### src/rtl/mem_scan_display_pkg.sv
`default_nettype none
// ============================================================================
// Module      : mem_scan_display_pkg
// Description : Shared FSM states, active-low seven-segment glyphs and lookup.
// Revision    : 1.0
// ============================================================================
package mem_scan_display_pkg;

    typedef enum logic [1:0] {
        ST_IDLE    = 2'd0,
        ST_WAIT    = 2'd1,
        ST_CAPTURE = 2'd2
    } state_t;

    // Active-low, bit0 = a ... bit6 = g
    localparam logic [6:0] SEG_BLANK = 7'h7F;
    localparam logic [6:0] SEG_DASH  = 7'h3F;

    localparam logic [6:0] SEG_H0 = 7'h40;
    localparam logic [6:0] SEG_H1 = 7'h79;
    localparam logic [6:0] SEG_H2 = 7'h24;
    localparam logic [6:0] SEG_H3 = 7'h30;
    localparam logic [6:0] SEG_H4 = 7'h19;
    localparam logic [6:0] SEG_H5 = 7'h12;
    localparam logic [6:0] SEG_H6 = 7'h02;
    localparam logic [6:0] SEG_H7 = 7'h78;
    localparam logic [6:0] SEG_H8 = 7'h00;
    localparam logic [6:0] SEG_H9 = 7'h10;
    localparam logic [6:0] SEG_HA = 7'h08;
    localparam logic [6:0] SEG_HB = 7'h03;
    localparam logic [6:0] SEG_HC = 7'h46;
    localparam logic [6:0] SEG_HD = 7'h21;
    localparam logic [6:0] SEG_HE = 7'h06;
    localparam logic [6:0] SEG_HF = 7'h0E;

    localparam logic [6:0] SEG_LA = ~7'h77;
    localparam logic [6:0] SEG_LB = ~7'h7C;
    localparam logic [6:0] SEG_LC = ~7'h39;
    localparam logic [6:0] SEG_LD = ~7'h5E;
    localparam logic [6:0] SEG_LE = ~7'h79;
    localparam logic [6:0] SEG_LF = ~7'h71;
    localparam logic [6:0] SEG_LG = ~7'h3D;
    localparam logic [6:0] SEG_LH = ~7'h76;
    localparam logic [6:0] SEG_LI = ~7'h30;
    localparam logic [6:0] SEG_LJ = ~7'h1E;
    localparam logic [6:0] SEG_LK = ~7'h75;
    localparam logic [6:0] SEG_LL = ~7'h38;
    localparam logic [6:0] SEG_LM = ~7'h37;
    localparam logic [6:0] SEG_LN = ~7'h54;
    localparam logic [6:0] SEG_LO = ~7'h5C;
    localparam logic [6:0] SEG_LP = ~7'h73;
    localparam logic [6:0] SEG_LQ = ~7'h67;
    localparam logic [6:0] SEG_LR = ~7'h50;
    localparam logic [6:0] SEG_LS = ~7'h6D;
    localparam logic [6:0] SEG_LT = ~7'h78;
    localparam logic [6:0] SEG_LU = ~7'h3E;
    localparam logic [6:0] SEG_LV = ~7'h1C;
    localparam logic [6:0] SEG_LW = ~7'h2A;
    localparam logic [6:0] SEG_LX = ~7'h76;
    localparam logic [6:0] SEG_LY = ~7'h6E;
    localparam logic [6:0] SEG_LZ = ~7'h5B;

    function automatic logic [6:0] hex_glyph(input logic [3:0] nib);
        logic [6:0] seg;
        seg = SEG_BLANK;
        case (nib)
            4'h0: seg = SEG_H0;
            4'h1: seg = SEG_H1;
            4'h2: seg = SEG_H2;
            4'h3: seg = SEG_H3;
            4'h4: seg = SEG_H4;
            4'h5: seg = SEG_H5;
            4'h6: seg = SEG_H6;
            4'h7: seg = SEG_H7;
            4'h8: seg = SEG_H8;
            4'h9: seg = SEG_H9;
            4'hA: seg = SEG_HA;
            4'hB: seg = SEG_HB;
            4'hC: seg = SEG_HC;
            4'hD: seg = SEG_HD;
            4'hE: seg = SEG_HE;
            default: seg = SEG_HF;
        endcase
        return seg;
    endfunction

    // Offset from 'A'/'a'; upper and lower case share one glyph set
    function automatic logic [6:0] letter_glyph(input logic [7:0] off);
        logic [6:0] seg;
        seg = SEG_DASH;
        case (off)
            8'd0:  seg = SEG_LA;
            8'd1:  seg = SEG_LB;
            8'd2:  seg = SEG_LC;
            8'd3:  seg = SEG_LD;
            8'd4:  seg = SEG_LE;
            8'd5:  seg = SEG_LF;
            8'd6:  seg = SEG_LG;
            8'd7:  seg = SEG_LH;
            8'd8:  seg = SEG_LI;
            8'd9:  seg = SEG_LJ;
            8'd10: seg = SEG_LK;
            8'd11: seg = SEG_LL;
            8'd12: seg = SEG_LM;
            8'd13: seg = SEG_LN;
            8'd14: seg = SEG_LO;
            8'd15: seg = SEG_LP;
            8'd16: seg = SEG_LQ;
            8'd17: seg = SEG_LR;
            8'd18: seg = SEG_LS;
            8'd19: seg = SEG_LT;
            8'd20: seg = SEG_LU;
            8'd21: seg = SEG_LV;
            8'd22: seg = SEG_LW;
            8'd23: seg = SEG_LX;
            8'd24: seg = SEG_LY;
            8'd25: seg = SEG_LZ;
            default: seg = SEG_DASH;
        endcase
        return seg;
    endfunction

    function automatic logic [6:0] glyph_lookup(input logic [7:0] code, input logic letter);
        logic [6:0] seg;
        seg = SEG_DASH;
        if (!letter) begin
            seg = hex_glyph(code[3:0]);
        end else if (code >= 8'h41 && code <= 8'h5A) begin
            seg = letter_glyph(code - 8'h41);
        end else if (code >= 8'h61 && code <= 8'h7A) begin
            seg = letter_glyph(code - 8'h61);
        end else if (code >= 8'h30 && code <= 8'h39) begin
            seg = hex_glyph(4'(code - 8'h30));
        end
        return seg;
    endfunction

endpackage
`default_nettype wire

### src/rtl/seg7_glyph.sv
`default_nettype none
// ============================================================================
// Module      : seg7_glyph
// Description : Combinational nibble / ASCII code to active-low segment map.
// Revision    : 1.0
// ============================================================================
module seg7_glyph
    import mem_scan_display_pkg::*;
(
    input  logic [7:0] i_code,
    input  logic       i_letter,
    output logic [6:0] o_seg
);

    assign o_seg = glyph_lookup(i_code, i_letter);

endmodule
`default_nettype wire

### src/rtl/mem_scan_display.sv
`default_nettype none
// ============================================================================
// Module      : mem_scan_display
// Description : Steps through a memory window and shows the held word on a
//               multiplexed seven-segment display (hex or ASCII letter).
// Revision    : 1.0
// ============================================================================
module mem_scan_display
    import mem_scan_display_pkg::*;
#(
    parameter int ADDR_W      = 8,
    parameter int DATA_W      = 32,
    parameter int NUM_DIGITS  = 4,
    parameter int BASE_ADDR   = 0,
    parameter int WORDS       = 16,
    parameter int RD_LAT      = 0,
    parameter int REFRESH_DIV = 50000,
    parameter int AUTO_DIV    = 50000000,
    localparam int PAGE_W     = ((DATA_W / (NUM_DIGITS * 4)) > 1) ?
                                $clog2(DATA_W / (NUM_DIGITS * 4)) : 1
)(
    input  logic                  clk,
    input  logic                  reset,
    input  logic                  step,
    input  logic                  auto_en,
    input  logic                  letter_mode,
    input  logic [PAGE_W-1:0]     page,
    input  logic [DATA_W-1:0]     rdata,
    output logic [ADDR_W-1:0]     addr,
    output logic [6:0]            segments,
    output logic [NUM_DIGITS-1:0] digit_en,
    output logic                  word_valid
);

    localparam int AUTO_W = (AUTO_DIV > 1) ? $clog2(AUTO_DIV) : 1;
    localparam int REF_W  = (REFRESH_DIV > 1) ? $clog2(REFRESH_DIV) : 1;
    localparam int DIG_W  = (NUM_DIGITS > 1) ? $clog2(NUM_DIGITS) : 1;

    localparam logic [ADDR_W-1:0] c_FIRST_ADDR = ADDR_W'(BASE_ADDR);
    localparam logic [ADDR_W-1:0] c_LAST_ADDR  = ADDR_W'(BASE_ADDR + WORDS - 1);
    localparam logic [AUTO_W-1:0] c_AUTO_MAX   = AUTO_W'(AUTO_DIV - 1);
    localparam logic [REF_W-1:0]  c_REF_MAX    = REF_W'(REFRESH_DIV - 1);
    localparam logic [DIG_W-1:0]  c_DIG_LAST   = DIG_W'(NUM_DIGITS - 1);
    localparam logic [1:0]        c_RD_LAT     = 2'(RD_LAT);

    logic                  r_step_meta;
    logic                  r_step_sync;
    logic                  r_step_prev;
    logic                  r_man_pulse;
    logic [AUTO_W-1:0]     r_auto_cnt;
    logic                  r_auto_pulse;
    state_t                r_state;
    logic [1:0]            r_wait_cnt;
    logic                  r_pending;
    logic [ADDR_W-1:0]     r_addr;
    logic [DATA_W-1:0]     r_hold;
    logic                  r_valid;
    logic [REF_W-1:0]      r_ref_cnt;
    logic [DIG_W-1:0]      r_digit;
    logic [6:0]            r_segments;
    logic [NUM_DIGITS-1:0] r_digit_en;

    logic                  w_advance;
    logic [ADDR_W-1:0]     w_addr_next;
    logic [31:0]           w_shift_amt;
    logic [3:0]            w_nibble;
    logic [7:0]            w_code;
    logic [6:0]            w_glyph;
    logic [6:0]            w_seg_next;

    // The step button is asynchronous; the edge pulse is registered so it
    // lands three cycles after the button rises.
    always_ff @(posedge clk) begin
        if (reset) begin
            r_step_meta <= 1'b0;
            r_step_sync <= 1'b0;
            r_step_prev <= 1'b0;
            r_man_pulse <= 1'b0;
        end else begin
            r_step_meta <= step;
            r_step_sync <= r_step_meta;
            r_step_prev <= r_step_sync;
            r_man_pulse <= r_step_sync & ~r_step_prev;
        end
    end

    always_ff @(posedge clk) begin
        if (reset || !auto_en) begin
            r_auto_cnt   <= '0;
            r_auto_pulse <= 1'b0;
        end else if (r_auto_cnt == c_AUTO_MAX) begin
            r_auto_cnt   <= '0;
            r_auto_pulse <= 1'b1;
        end else begin
            r_auto_cnt   <= r_auto_cnt + AUTO_W'(1);
            r_auto_pulse <= 1'b0;
        end
    end

    assign w_advance   = r_man_pulse | r_auto_pulse;
    assign w_addr_next = (r_addr == c_LAST_ADDR) ? c_FIRST_ADDR : r_addr + ADDR_W'(1);

    // An advance in IDLE is taken even if pending is also set: the two merge,
    // because advances arriving while pending is set are dropped.
    always_ff @(posedge clk) begin
        if (reset) begin
            r_state    <= ST_WAIT;
            r_wait_cnt <= 2'd0;
            r_pending  <= 1'b0;
            r_addr     <= c_FIRST_ADDR;
            r_hold     <= '0;
            r_valid    <= 1'b0;
        end else begin
            case (r_state)
                ST_IDLE: begin
                    if (w_advance || r_pending) begin
                        r_addr     <= w_addr_next;
                        r_valid    <= 1'b0;
                        r_pending  <= 1'b0;
                        r_wait_cnt <= 2'd0;
                        r_state    <= ST_WAIT;
                    end
                end
                ST_WAIT: begin
                    if (w_advance) begin
                        r_pending <= 1'b1;
                    end
                    if (r_wait_cnt == c_RD_LAT) begin
                        r_state <= ST_CAPTURE;
                    end else begin
                        r_wait_cnt <= r_wait_cnt + 2'd1;
                    end
                end
                ST_CAPTURE: begin
                    if (w_advance) begin
                        r_pending <= 1'b1;
                    end
                    r_hold  <= rdata;
                    r_valid <= 1'b1;
                    r_state <= ST_IDLE;
                end
                default: begin
                    r_state <= ST_IDLE;
                end
            endcase
        end
    end

    assign w_shift_amt = (32'(page) * 32'(NUM_DIGITS) + 32'(r_digit)) << 2;
    assign w_nibble    = 4'(r_hold >> w_shift_amt);
    assign w_code      = letter_mode ? r_hold[7:0] : {4'h0, w_nibble};

    seg7_glyph u_glyph (
        .i_code   (w_code),
        .i_letter (letter_mode),
        .o_seg    (w_glyph)
    );

    always_comb begin
        w_seg_next = w_glyph;
        if (!r_valid) begin
            w_seg_next = SEG_DASH;
        end else if (letter_mode && (r_digit != '0)) begin
            w_seg_next = SEG_BLANK;
        end
    end

    // r_digit names the digit lit in the next slot, so the first slot is digit 0.
    always_ff @(posedge clk) begin
        if (reset) begin
            r_ref_cnt  <= '0;
            r_digit    <= '0;
            r_segments <= SEG_BLANK;
            r_digit_en <= '1;
        end else if (r_ref_cnt == c_REF_MAX) begin
            r_ref_cnt  <= '0;
            r_segments <= w_seg_next;
            r_digit_en <= ~(NUM_DIGITS'(1) << r_digit);
            r_digit    <= (r_digit == c_DIG_LAST) ? '0 : r_digit + DIG_W'(1);
        end else begin
            r_ref_cnt <= r_ref_cnt + REF_W'(1);
        end
    end

    assign addr       = r_addr;
    assign segments   = r_segments;
    assign digit_en   = r_digit_en;
    assign word_valid = r_valid;

endmodule
`default_nettype wire

### config.mk
export PLATFORM = sky130hd
export DESIGN_NAME = mem_scan_display
export DESIGN_NICKNAME = d
export VERILOG_FILES = /design/src/rtl/mem_scan_display_pkg.sv /design/src/rtl/seg7_glyph.sv /design/src/rtl/mem_scan_display.sv
export SDC_FILE = /design/constraint.sdc
export NUM_CORES = 1
export LEC_CHECK = 0
export ABC_AREA = 1
export CORE_ASPECT_RATIO = 1.25
export CORE_MARGIN = 2
export CORE_UTILIZATION = 42
export CTS_CLUSTER_SIZE = 30
export DETAILED_ROUTE_END_ITERATION = 10
export DONT_BUFFER_PORTS = 1
export PLACE_DENSITY = 0.63
export REMOVE_ABC_BUFFERS = 1
export SYNTH_ARGS = -nofsm -noshare
export SYNTH_HDL_FRONTEND = slang
export SYNTH_HIERARCHICAL = 1
export SYNTH_SLANG_ARGS = --single-unit
### constraint.sdc
create_clock -name clk -period 4.1 [get_ports clk]
set_input_delay 0.82 -clock clk [delete_from_list [all_inputs] [get_ports clk]]
set_output_delay 0.82 -clock clk [all_outputs]
set_load 0.005 [all_outputs]
Word level (Yosys, flattened, before mapping)
Memory sizes are Yosys's and may differ from the RTL's.
Index checks and enable logic that the tools add are counted.
- bits in read-only memories: 672
- memories: 4
- input port bits: 38
- memory bits (writable): 0
- latch bits: 0
- flip-flop bits (word level): 106
- memory list (name ; words ; width ; read ports ; clocked after Yosys merged registers in ; write ports ; RTL line ; source):
    (no name shown) ; 32 ; 7 ; 1 ; 0 ; 0 ; mem_scan_display_pkg.sv:91 ; case (off)
    (no name shown) ; 32 ; 7 ; 1 ; 0 ; 0 ; mem_scan_display_pkg.sv:91 ;
    (no name shown) ; 16 ; 7 ; 1 ; 0 ; 0 ; mem_scan_display_pkg.sv:66 ; case (nib)
    (no name shown) ; 16 ; 7 ; 1 ; 0 ; 0 ; mem_scan_display_pkg.sv:66 ;
- bitwise operators: 4
- eq/ne operators: 10
- divide/modulo/power cells: 0
- mux-type cells: 22
- add/subtract/negate cells: 9
- shift-type cells: 2
- reduce and logical (&&, ||, !) cells: 23
- $mul: 0
- $lt $le $gt $ge: 6
- operator list (kind ; number):
    $mux 7 ; 8
    $shr 32x6->4 ; 1
    $add 26x1->26 const B ; 1
    $eq 26x26->1 const B ; 1
    $add 16x1->16 const B ; 1
    $eq 16x16->1 const B ; 1
    $ge 8x7->1 const B ; 2
    $le 8x7->1 const B ; 2
    $mux 8 ; 2
    $sub 8x7->8 const B ; 2
    $mux 2 ; 5
    $add 8x1->8 const B ; 1
    $eq 8x4->1 const B ; 1
    $ge 8x6->1 const B ; 1
    $le 8x6->1 const B ; 1
    $pmux 2 s2 ; 2
    $reduce_bool 2->1 ; 4
    $logic_not 3->1 ; 2
    $ne 2x2->1 const B ; 3
    $reduce_and 2->1 ; 3
    $reduce_and 3->1 ; 2
    $reduce_or 2->1 ; 3
    $add 2x1->2 const B ; 2
    $add 3x2->4 ; 1
    15 further kinds ; 24

Logic depth before layout (Yosys ltp)
Gate-level depths: netlist of the first run.
- depth in word-level cells: 11
- mapped depth: 28
- mapped depth without buffers: 25

Hierarchy
The synthesis of the first run kept the hierarchy.
- modules (own cells, without submodules) (module ; sequential area each (µm²) ; cells an instance ; instances ; area each (µm²)):
    mem_scan_display ; 2122.0 ; 757 ; 1 ; 5064.9
    seg7_glyph ; 0.0 ; 228 ; 1 ; 1186.1

Least setup slack after synthesis of the first run
OpenSTA, ideal clock, no wires.
- path kind: in2reg
- from: input port letter_mode
- to: register r_segments[2] (netlist: segments[2])
- arrival time: 3151 ps
- buffers on the path: 3
- required time: 3966 ps
- stages: 23
- path slack: 815 ps
- cell sequence: buf_2 inv_1 nand3_1 nand2_1 buf_2 inv_4 ha_1 inv_2 ha_1 clkbuf_1 nand2_1 nand2_2 nand2_1 nand2_1 o21ai_1 inv_1 nand2_1 nand3_1 nand2_1 nor2_1 nand2_1 nand2_1 nand3_1
- word-level cells in the longest chain between the ends: 9
- elaborated cells on any way between the ends: 28
- classes of those cells: 3 x add/sub; 6 x order compare; 9 x mux; 6 x reduce/logical; 4 x memory
- ends and longest elaborated chain (what ; RTL line ; source):
    from (decl) ; mem_scan_display.sv:26 ; input logic letter_mode,
    $mux 8 (*) ; mem_scan_display.sv:151 ; assign w_code = letter_mode ? r_hold[7:0] : {4'h0, w_nibble};
    net w_code[0] ; mem_scan_display.sv:67 ; logic [7:0] w_code;
    $sub 8x7->8 (tied with other cells) ; mem_scan_display_pkg.sv:131 ; seg = letter_glyph(code - 8'h61);
    $mem_v2 32x7 (tied with other cells) ; n/a ;
    $mux 7, on equally long branches ; mem_scan_display_pkg.sv:91, mem_scan_display_pkg.sv:132 ;
    $mux 7 ; mem_scan_display_pkg.sv:130 ; end else if (code >= 8'h61 && code <= 8'h7A) begin
    $mux 7 ; mem_scan_display_pkg.sv:128 ; end else if (code >= 8'h41 && code <= 8'h5A) begin
    $mux 7 (*) ; mem_scan_display_pkg.sv:126 ; if (!letter) begin
    net w_glyph[2] ; mem_scan_display.sv:68 ; logic [6:0] w_glyph;
    $mux 7 (*) ; mem_scan_display.sv:163 ; end else if (letter_mode && (r_digit != '0)) begin
    $mux 7 (*) ; mem_scan_display.sv:161 ; if (!r_valid) begin
    to (signal assigned) ; mem_scan_display.sv:177 ; r_segments <= w_seg_next;
    to (decl) ; mem_scan_display.sv:60 ; logic [6:0] r_segments;
Mark *: on every way through the listed nets, which the timed path passes. The rest lies on a longest branch.
A chain may end at the register's enable or synchronous reset.

Final worst setup path of the first run
- from: register r_digit[0]
- to: register r_segments[2] (netlist: segments[2])
- word-level cells in the longest chain between the ends: 11
- elaborated cells on any way between the ends: 31
- classes of those cells: 4 x add/sub; 6 x order compare; 1 x shift; 9 x mux; 7 x reduce/logical; 4 x memory
- ends and longest elaborated chain (what ; RTL line ; source):
    from (decl) ; mem_scan_display.sv:59 ; logic [DIG_W-1:0] r_digit;
    from (signal assigned) ; mem_scan_display.sv:179 ; r_digit <= (r_digit == c_DIG_LAST) ? '0 : r_digit + DIG_W'(1);
    $add 3x2->4 (*) ; mem_scan_display.sv:149 ; assign w_shift_amt = (32'(page) * 32'(NUM_DIGITS) + 32'(r_digit)) << 2;
    $shr 32x6->4 (*) ; mem_scan_display.sv:150 ; assign w_nibble = 4'(r_hold >> w_shift_amt);
    $mux 8 (*) ; mem_scan_display.sv:151 ;
    net w_code[1] ; mem_scan_display.sv:67 ;
    $sub 8x7->8 (tied with other cells) ; mem_scan_display_pkg.sv:131 ;
    $mem_v2 32x7 (tied with other cells) ; n/a ;
    $mux 7, on equally long branches ; mem_scan_display_pkg.sv:91, mem_scan_display_pkg.sv:132 ;
    $mux 7 ; mem_scan_display_pkg.sv:130 ;
    $mux 7 ; mem_scan_display_pkg.sv:128 ;
    $mux 7 (*) ; mem_scan_display_pkg.sv:126 ;
    net w_glyph[2] ; mem_scan_display.sv:68 ;
    $mux 7 (*) ; mem_scan_display.sv:163 ;
    $mux 7 (*) ; mem_scan_display.sv:161 ;
Marks and branches as above.

==> results of run 1 <==
==> cell families after synthesis <==
logic type / Yosys count
xor+xnor: 14
compound gates: 138
buf+inv: 132
fa+ha+maj: 20
flops: 106
simple gates: 575
==> routing by layer <==
metal	routed length [microns]	GRT usage, %	vias to the layer above
met5	0	0	-
met4	256	5.65	0
met3	528	4.37	14
met2	6980	31.6	86
met1	6930	24.9	2527
li1	-	-	3116
==> cell usage after synthesis <==
cell,n
nor3_4,1
a21oi_1,45
or2_0,4
buf_6,4
nand2_1,230
inv_4,1
nor2_4,5
buf_1,1
nor2_1,209
or2_2,2
o21ai_0,73
nand3b_1,2
nand2_2,9
nor3_1,14
inv_2,13
a31oi_1,1
nor3_2,1
xnor2_1,9
dfxtp_1,106
buf_2,11
o211ai_1,6
nand4_1,14
a21oi_2,2
o21ai_2,2
o21ai_1,7
o21a_1,1
or2_1,2
nor2_2,6
xor2_1,5
inv_1,86
nand3_2,6
clkbuf_1,12
o22ai_1,1
ha_1,20
nand3_1,65
clkinv_1,4
nand2_4,5
==> area by class of cell <==
cell class | count | area, sq um
clock buffer | 10 | 239
fill | 1512 | 7820
sequential | 106 | 2120
timing repair buffer | 6 | 45.0
clock inverter | 6 | 40.0
inverter | 104 | 393
multi-input combinational | 747 | 3590
tap | 178 | 223
==> sequential cells by signal, indices dropped and copies added (netlist names) <==
name	count
r_step_prev	1
addr	8
r_hold	32
r_step_meta	1
r_step_sync	1
r_wait_cnt	2
r_man_pulse	1
r_pending	1
r_ref_cnt	16
segments	7
word_valid	1
r_digit	2
r_auto_cnt	26
r_auto_pulse	1
r_state	2
digit_en	4
==> where the power goes <==
part           switching [uW]  internal, uW  total [uW]
clock                     406           431         838
sequential               66.1          1130        1200
combinational             643           318         960
==> path summary, 6_finish.rpt <==
check / start / end / cells after the start
setup reg to reg: r_digit[0]$_SDFFE_PP0N_ / segments[2]$_SDFFE_PP1N_ / 26
hold reg to reg: r_step_prev$_SDFF_PP0_ / r_man_pulse$_SDFF_PP0_ / 1
setup / recovery: r_digit[0]$_SDFFE_PP0N_ / segments[2]$_SDFFE_PP1N_ / 26
hold / removal: r_step_prev$_SDFF_PP0_ / r_man_pulse$_SDFF_PP0_ / 1
==> per-stage QoR <==
step                      cell area (sq um)  utilization [%]  worst slack, ns  hold slack (ns)  power [uW]
final                                  6650             46.0            0.564            0.405        3000
after global routing                   6650             46.0           0.0758            0.424        3240
after CTS                              6650             46.0            0.580            0.409        3030
after detailed placement               6370             44.0            0.570            0.394        2180
after global placement                 6370             44.0            0.668            0.379        2180
after floorplan                        6100                -            0.700            0.373        1960
==> worst max-delay path: stages (launching register included) <==
cell and delay [ns]:
dfxtp_1 0.31, buf_4 0.24, inv_2 0.17, o21ai_0 0.18
nand3_1 0.11, nand3_1 0.10, nand2_1 0.05, buf_4 0.16
inv_1 0.11, ha_1 0.25, inv_2 0.06, ha_1 0.47
inv_1 0.19, nand2_1 0.14, o21ai_0 0.09, nand2_1 0.07
nand2_1 0.05, nand2_1 0.05, o21ai_1 0.06, inv_1 0.07
nand2_1 0.05, nand3_1 0.08, nand2_1 0.05, nor2_1 0.10
nand2_1 0.06, nand2_1 0.07, nand3_1 0.06
==> impl_metrics.env, run 1 <==
export IMPL_grt_pass1_vias=5289
export IMPL_clockBufferDepth=2
export IMPL_grt_max_degree=51
export IMPL_yosysTopAreaCellShare_pct=33.9
export IMPL_crit_type="reg -> reg"
export IMPL_rrSetupSlack_ns=0.56
export IMPL_areaGrowthSynthToFinish_pct=6.37
export IMPL_rows=49
export IMPL_arrival_ns=3.75
export IMPL_hpwl_microns=10900
export IMPL_gp_congestion=0.923
export IMPL_ys_seq_area_share_pct=33.9
export IMPL_instances_no_fill=1157
export IMPL_drv_cap=0
export IMPL_fin_skew_ns=0.0108
export IMPL_synthTopCellsByArea="dfxtp_1 34%, nand2_1 14%, nor2_1 13%, o21ai_0 5.8%, nand3_1 5.2%"
export IMPL_nets=1032
export IMPL_io_pins=58
export IMPL_muxShareOfSynthArea_pct=0
export IMPL_synth_top_family_by_area="simple AND/OR/NAND/NOR gates"
export IMPL_maxSlewHeadroom_pct=40.1
export IMPL_fmaxAchievable_mhz=283
export IMPL_drc=3
export IMPL_dieWidth_microns=113
export IMPL_critPathLaunchType="register"
export IMPL_synthAdderAreaFrac_pct=4.00
export IMPL_layout_commonest_cell="nand2_1"
export IMPL_drive_above_1_share_pct=7.66
export IMPL_first_pass_iters=8
export IMPL_routedWlPerCell_microns=12.7
export IMPL_worst_slew_pin_slew_ns=0.897
export IMPL_diodes=0
export IMPL_drv_slew=0
export IMPL_layout_common_cells="230 x nand2_1, 209 x nor2_1, 106 x dfxtp_1, 86 x inv_1, 73 x o21ai_0"
export IMPL_antenna_left=0
export IMPL_crit_path_end_kind="register"
export IMPL_core_sq_mm=0.0145
export IMPL_ir_drop_mv=0.289
export IMPL_grt_pass1_wl_microns=25000
export IMPL_die_area_sq_mm=0.0159
export IMPL_syn_instance_count=985
export IMPL_setup_viol=0
export IMPL_ys_warn_count=6
export IMPL_synth_area_leader_cell="dfxtp_1"
export IMPL_fp_dieH_microns=140
export IMPL_cp_data_required_time_ns=4.32
export IMPL_fin_crit_sh_pct=86.2
export IMPL_hp_class="reg -> reg"
export IMPL_yosys_cell_types_count=37
export IMPL_cts_resized_gates=0
export IMPL_routed_wl_microns=14700
export IMPL_grt_usage_pct=19.1
export IMPL_min_period_ns=3.54
export IMPL_rsz0062_at_grt="no"
export IMPL_postCtsSetupBuffers=0
export IMPL_numCtsBuffers=9
export IMPL_viasPerCell=4.96
export IMPL_crit_fanout=21
export IMPL_cts_tree="built"
export IMPL_power_leakage_uw=0.00266
export IMPL_start_util_pct=43.2
export IMPL_portBuffers=0
export IMPL_run_status="finished, violations left"
export IMPL_setup_tns_ns=0
export IMPL_power_density_mw_per_mm2=451
export IMPL_antenna_found_initial=0
export IMPL_cts_hold_fix_buffers=0
export IMPL_synth_compound_area_share_pct=11.6
export IMPL_worstSkewPairLatency_ns=0.36
export IMPL_synth_area_per_cell_sq_um=6.35
export IMPL_ctsRootBufferMaster="clkbuf_16"
export IMPL_violations="design-rule violations"
export IMPL_synthSimpleGateAreaFrac_pct=39.8
export IMPL_vias=5743
export IMPL_place_inst=1141
export IMPL_drt_first_iter_violations=319
export IMPL_htreeDepth=3
export IMPL_syn_area_sq_mm=0.00625
export IMPL_synth_xor_xnor_area_share_pct=1.96
export IMPL_cts_sinks=106
export IMPL_ys_ff_latch=106
export IMPL_path_clk_slew_ns=0.08
export IMPL_hold_viol=0
export IMPL_grt_overflow=0
(Power assumes the default switching activity.)
==> run 2, diff against run 1 <==
Settings changed: ABC_AREA 1 to not set, PLACE_DENSITY 0.63 to 0.54.
==> run 2 against run 1 <==
The run now ends clean. Critical path depth shrank 11. Clock skew shrank 0.00097 ns. Register-to-register slack lost 0.05 ns. Count of clock-buffer cells in the layout is the same. Sequential share of layout area grew 2.2 points. Die area shrank 6.7%. Synthesized area shrank 6.9%. Synthesized cell count shrank 33%. Sequential power shrank 7%. Hold slack lost 0.017 ns. Final cell count shrank 28%.
==> impl_metrics.env, run 2 <==
export IMPL_run_status="completed"
export IMPL_first_pass_iters=4
export IMPL_power_density_mw_per_mm2=410
export IMPL_rsz0062_at_grt="no"
export IMPL_grt_usage_pct=17.8
export IMPL_fin_ws_ns=0.514
export IMPL_worstSkewPairLatency_ns=0.35
export IMPL_portBuffers=0
export IMPL_routedWlPerCell_microns=15.3
export IMPL_crit_type="reg -> reg"
export IMPL_ys_seq_area_share_pct=36.5
export IMPL_cp_data_required_time_ns=4.33
export IMPL_syn_instance_count=664
export IMPL_io_pins=58
export IMPL_drc=0
export IMPL_fmaxAchievable_mhz=279
export IMPL_fin_crit_sh_pct=87.5
export IMPL_dieWidth_microns=109
export IMPL_hold_depth=1
export IMPL_gp_congestion=0.885
export IMPL_cts_resized_gates=0
export IMPL_reg_top3="r_hold x32, r_auto_cnt x26, r_ref_cnt x16"
export IMPL_layout_common_cells="105 x dfxtp_1, 90 x nor2_1, 46 x mux2i_1, 37 x nand2_1, 33 x o21ai_0"
export IMPL_worst_slew_pin_slew_ns=1.04
export IMPL_place_ws_ns=0.358
export IMPL_grt_overflow=0
export IMPL_drv_slew=0
export IMPL_maxSlewHeadroom_pct=30.9
export IMPL_synthArstFlopShare_pct=0
export IMPL_syn_area_sq_mm=0.00582
export IMPL_hpwl_microns=9140
export IMPL_grt_pass1_vias=4300
export IMPL_crit_path_end_kind="register"
export IMPL_numCtsBuffers=9
export IMPL_postCtsSetupBuffers=0
export IMPL_slowest_delay_ns=0.54
export IMPL_arrival_ns=3.82
export IMPL_synthTopCellsByArea="dfxtp_1 36%, mux2i_1 7.9%, nor2_1 5.8%, ha_1 4.3%, xnor2_1 3.9%"
export IMPL_synth_edff_count=0
export IMPL_synth_ff_type="dfxtp_1"
export IMPL_yosysMostFrequentCell="dfxtp_1"
export IMPL_synth_area_per_cell_sq_um=8.76
export IMPL_largest_reg_flops=32
export IMPL_synth_area_leader_cell="dfxtp_1"
export IMPL_fp_dieH_microns=136
export IMPL_critPathSlowestCell="mux4_2"
export IMPL_fin_skew_ns=0.00980
export IMPL_cts_tree="built"
export IMPL_yosysTopAreaCellShare_pct=36.5
export IMPL_path_clk_slew_ns=0.07
export IMPL_cts_sinks=106
export IMPL_drv_cap=0
export IMPL_htreeDepth=3
export IMPL_ys_ff_latch=106
export IMPL_fillers=1362
export IMPL_worst_r2r_cell_count=15
export IMPL_ir_drop_mv=0.276
export IMPL_vias=4591
export IMPL_grt_max_degree=53
export IMPL_ctsRootBufferMaster="clkbuf_16"
export IMPL_critPathLaunchType="register"
export IMPL_rows=48
export IMPL_drive_above_1_share_pct=9.79
export IMPL_core_sq_mm=0.0137
export IMPL_rrSetupSlack_ns=0.51
export IMPL_yosys_cell_types_count=77
export IMPL_die_area_sq_mm=0.0148
export IMPL_clockBufferDepth=2
export IMPL_nets=707
export IMPL_hold_viol=0
export IMPL_areaGrowthSynthToFinish_pct=6.99
export IMPL_design_area_sq_mm=0.00623
export IMPL_antenna_left=0
export IMPL_crit_fanout=13
export IMPL_hp_class="reg -> reg"
export IMPL_synth_common_cells="106 x dfxtp_1, 90 x nor2_1, 46 x mux2i_1, 37 x nand2_1, 36 x o21ai_0"
export IMPL_path_cells="mux4_2 -> mux2i_1 -> o21ai_1 -> inv_1 -> ha_1 -> inv_1 -> ha_1 -> inv_1 -> o21ai_0 -> mux2i_1 -> o21ai_0 -> a21o_1 -> o21ai_0 -> nor2_1 -> a211o_1"
export IMPL_layout_commonest_cell="dfxtp_1"
export IMPL_power_leakage_uw=0.00211
export IMPL_grt_pass1_wl_microns=21200
export IMPL_setup_viol=0
export IMPL_drt_first_iter_violations=234
export IMPL_start_util_pct=42.5
export IMPL_regMostFlops="r_hold"
export IMPL_cts_hold_fix_buffers=0
export IMPL_viasPerCell=5.54
export IMPL_placedInstanceArea_sq_mm=0.00593
export IMPL_antenna_found_initial=0
export IMPL_min_period_ns=3.59
export IMPL_diodes=0
export IMPL_routed_wl_microns=12700
export IMPL_ys_warn_count=6
run 2: worst paths after layout:
kind / start / end
worst max-delay path: r_digit[0]$_SDFFE_PP0N_ / segments[6]$_SDFFE_PP1N_
worst min-delay path: r_step_prev$_SDFF_PP0_ / r_man_pulse$_SDFF_PP0_
worst max register to register: r_digit[0]$_SDFFE_PP0N_ / segments[6]$_SDFFE_PP1N_
worst min register to register: r_step_prev$_SDFF_PP0_ / r_man_pulse$_SDFF_PP0_
run 2: per-stage QoR:
stage / TNS, ns / cells / hold slack (ns) / utilization [%] / power [uW]
floorplan: -5.52 / 627 / 0.367 / - / 1570
global placement: 0 / 813 / 0.375 / 43.3 / 1690
detailed placement: 0 / 813 / 0.388 / 43.3 / 1700
CTS: 0 / 829 / 0.396 / 45.5 / 2580
global route: 0 / 829 / 0.421 / 45.5 / 2680
finish: 0 / 829 / 0.388 / 45.5 / 2550
run 2: critical path: cells and delay by family (launching register included):
family                   cells  cell delay, ns
adder cells (fa/ha/maj)      2            0.71
buffers and inverters        3            0.47
flip-flops                   1            0.47
multiplexers                 3            0.83
AO/OA/AOI/OAI                6            0.94
AND/OR/NAND/NOR              1            0.06
run 2: kinds of logic (layout without fill, tap and decap cells):
family          after synthesis  in the layout  synth area share, %
mux                          54             54                 11.0
simple gates                263            263                 23.7
buf+inv                      63             53                 5.14
flops                       106            106                 36.5
compound gates              123            123                 13.8
xor+xnor                     35             35                 5.53
fa+ha+maj                    20             20                 4.30
run 2: cell type report:
class	count	area, sq um	area share [%]
Clock inverter	6	66.3	1.07
Tap cell	175	219	3.52
Timing Repair Buffer	11	82.6	1.33
Multi-Input combinational cell	495	3410	54.7
Sequential cell	106	2120	34.1
Clock buffer	10	229	3.68
Inverter	26	97.6	1.57
run 2: routing by layer:
metal	vias up	track usage, %	share of wire, %
li1	2334	-	-
met5	-	0	0
met2	97	28.1	47
met4	0	7.03	1.9
met3	18	4.04	4.9
met1	2142	23.5	46
run 2: report_power, final:
group	internal [uW]	leakage, uW	total, uW	switching (uW)
combinational	243	0.00111	573	330
sequential	1080	0.000858	1110	32.0
clock	476	0.000140	868	392
total	1800	0.00211	2550	754
==> run 3, diff against run 2 <==
Settings changed: CORE_ASPECT_RATIO 1.25 to 0.9, CORE_UTILIZATION 42 to 47, PLACE_DENSITY 0.54 to 0.6.
==> run 3 against run 2 <==
Core utilization grew 6.3 points. Worst setup slack lost 0.23 ns. Critical path type unchanged. First-iteration DRC count grew 56%. Via count grew 0.68%. Non-clock buffer count is the same. Final cell count shrank 1.8%. Hold slack lost 0.0014 ns. Critical path depth shrank 1. Register-to-register slack lost 0.23 ns. Wire length shrank 1.1%. Global-route usage grew 1.9 points. Sequential share of layout area shrank 0.13 points. Highest routed layer unchanged.
==> impl_metrics.env, run 3 (synthesized netlist as in run 2, its figures left out) <==
export IMPL_run_status="completed"
export IMPL_crit_fanout=14
export IMPL_r2r_end="segments[3]$_SDFFE_PP1N_"
export IMPL_hp_class="reg -> reg"
export IMPL_largest_reg_flops=32
export IMPL_htreeDepth=3
export IMPL_drt_first_iter_violations=364
export IMPL_grt_overflow=0
export IMPL_clockBufferDepth=2
export IMPL_die_area_sq_mm=0.0133
export IMPL_cp_startpoint="r_digit[0]$_SDFFE_PP0N_"
export IMPL_viasPerCell=5.68
export IMPL_min_period_ns=3.81
export IMPL_design_area_sq_mm=0.00625
export IMPL_first_pass_iters=6
export IMPL_setup_viol=0
export IMPL_cts_sinks=106
export IMPL_gp_congestion=0.948
export IMPL_routed_wl_microns=12600
export IMPL_power_leakage_uw=0.00213
export IMPL_dieWidth_microns=121
export IMPL_worstSetupEndpoint="segments[3]$_SDFFE_PP1N_"
export IMPL_rows=38
export IMPL_r2r_start="r_digit[0]$_SDFFE_PP0N_"
export IMPL_power_density_mw_per_mm2=420
export IMPL_cts_hold_fix_buffers=0
export IMPL_antenna_found_initial=0
export IMPL_ir_drop_mv=0.297
export IMPL_cts_tree="built"
export IMPL_use_met2_pct=29.7
export IMPL_grt_pass1_wl_microns=20900
export IMPL_grt_max_degree=53
export IMPL_layout_commonest_cell="dfxtp_1"
export IMPL_arrival_ns=4.03
export IMPL_top_usage_layer="met2"
export IMPL_numCtsBuffers=9
export IMPL_portBuffers=0
export IMPL_fin_crit_sh_pct=93.0
export IMPL_worst_hold_slack_ns=0.386
export IMPL_cp_data_required_time_ns=4.32
export IMPL_rrSetupSlack_ns=0.29
export IMPL_place_ws_ns=0.347
export IMPL_fin_skew_ns=0.0107
export IMPL_reg_top3="r_hold x32, r_auto_cnt x26, r_ref_cnt x16"
export IMPL_rsz0062_at_grt="no"
export IMPL_critPathLaunchType="register"
export IMPL_ctsRootBufferMaster="clkbuf_16"
export IMPL_vias=4622
export IMPL_path_clk_slew_ns=0.08
export IMPL_hold_viol=0
export IMPL_worst_r2r_cell_count=14
export IMPL_core_sq_mm=0.0121
export IMPL_drc=0
export IMPL_antenna_left=0
export IMPL_fp_dieH_microns=110
export IMPL_crit_type="reg -> reg"
export IMPL_routedWlPerCell_microns=15.4
export IMPL_grt_use_met1_pct=26.6
export IMPL_use_met3_pct=6.69
export IMPL_crit_path_end_kind="register"
export IMPL_worstSkewPairLatency_ns=0.36
export IMPL_nets=707
export IMPL_maxSlewHeadroom_pct=34.7
export IMPL_grt_usage_pct=19.7
export IMPL_hpwl_microns=8910
export IMPL_grt_pass1_vias=4264
export IMPL_layout_common_cells="106 x dfxtp_1, 90 x nor2_1, 46 x mux2i_1, 37 x nand2_1, 33 x o21ai_0"
export IMPL_postCtsSetupBuffers=0
export IMPL_cts_resized_gates=0
export IMPL_worst_slew_pin_slew_ns=0.980
export IMPL_areaGrowthSynthToFinish_pct=7.33
export IMPL_drv_slew=0
export IMPL_fin_ws_ns=0.288
export IMPL_start_util_pct=48.2
export IMPL_fillers=1145
export IMPL_placedInstanceArea_sq_mm=0.00591
export IMPL_drv_cap=0
export IMPL_diodes=0
export IMPL_regMostFlops="r_hold"
export IMPL_io_pins=58
export IMPL_fmaxAchievable_mhz=262
export IMPL_drive_above_1_share_pct=9.79
[run 3: cell count changes in the layout (fill, tap and decap cells not counted), sizes merged]
cell / previous run / this run
inv: 26 / 27
clkinv: 3 / 5
clkbuf: 10 / 9
clkinvlp: 2 / 0
[run 3: critical path, stage by stage (launching register included)]
cell,delay [ns]
dfxtp_1,0.48
buf_4,0.21
mux4_2,0.51
mux2i_1,0.14
o21ai_1,0.10
inv_1,0.20
ha_1,0.29
inv_1,0.08
ha_1,0.53
inv_1,0.18
a221o_1,0.34
a2bb2oi_1,0.13
o22a_1,0.21
nor3_1,0.17
o21ai_0,0.08
[run 3: per-layer routing]
metal,up-vias,wire length [microns]
met1,2142,6100
met2,115,5460
met4,0,266
li1,2343,-
met3,22,741
met5,-,0
[run 3: final cells by class]
type	count	area (sq um)	share of cell area, %
sequential	106	2120	34.0
clock buffer	9	225	3.61
inverter	26	97.6	1.56
multi-input combinational	495	3410	54.6
tap	160	200	3.21
timing repair buffer	11	82.6	1.32
clock inverter	7	110	1.76
[run 3: worst min-delay path by stage]
stage | from | endpoint | slack, ns | depth (start not counted)
6_report | r_step_prev$_SDFF_PP0_ | r_man_pulse$_SDFF_PP0_ | 0.39 | 1
5_1_grt | r_step_prev$_SDFF_PP0_ | r_man_pulse$_SDFF_PP0_ | 0.39 | 1
4_1_cts | r_step_prev$_SDFF_PP0_ | r_man_pulse$_SDFF_PP0_ | 0.39 | 1
3_5_place_dp | r_step_prev$_SDFF_PP0_ | r_man_pulse$_SDFF_PP0_ | 0.38 | 1
3_3_place_gp | r_step_prev$_SDFF_PP0_ | r_man_pulse$_SDFF_PP0_ | 0.37 | 1
2_1_floorplan | r_step_prev$_SDFF_PP0_ | r_man_pulse$_SDFF_PP0_ | 0.37 | 1
[run 3: metrics by stage]
step                      power (uW)  setup TNS [ns]  cells  util, %
after floorplan                 1570           -5.52    627        -
after global placement          1690               0    798     48.9
after detailed placement        1690               0    798     48.9
after CTS                       2650               0    814     51.7
after global routing            2750               0    814     51.7
final                           2620               0    814     51.7
[run 3: power breakdown]
group | internal, uW | switching (uW)
clock | 499 | 447
sequential | 1080 | 33.6
combinational | 242 | 327
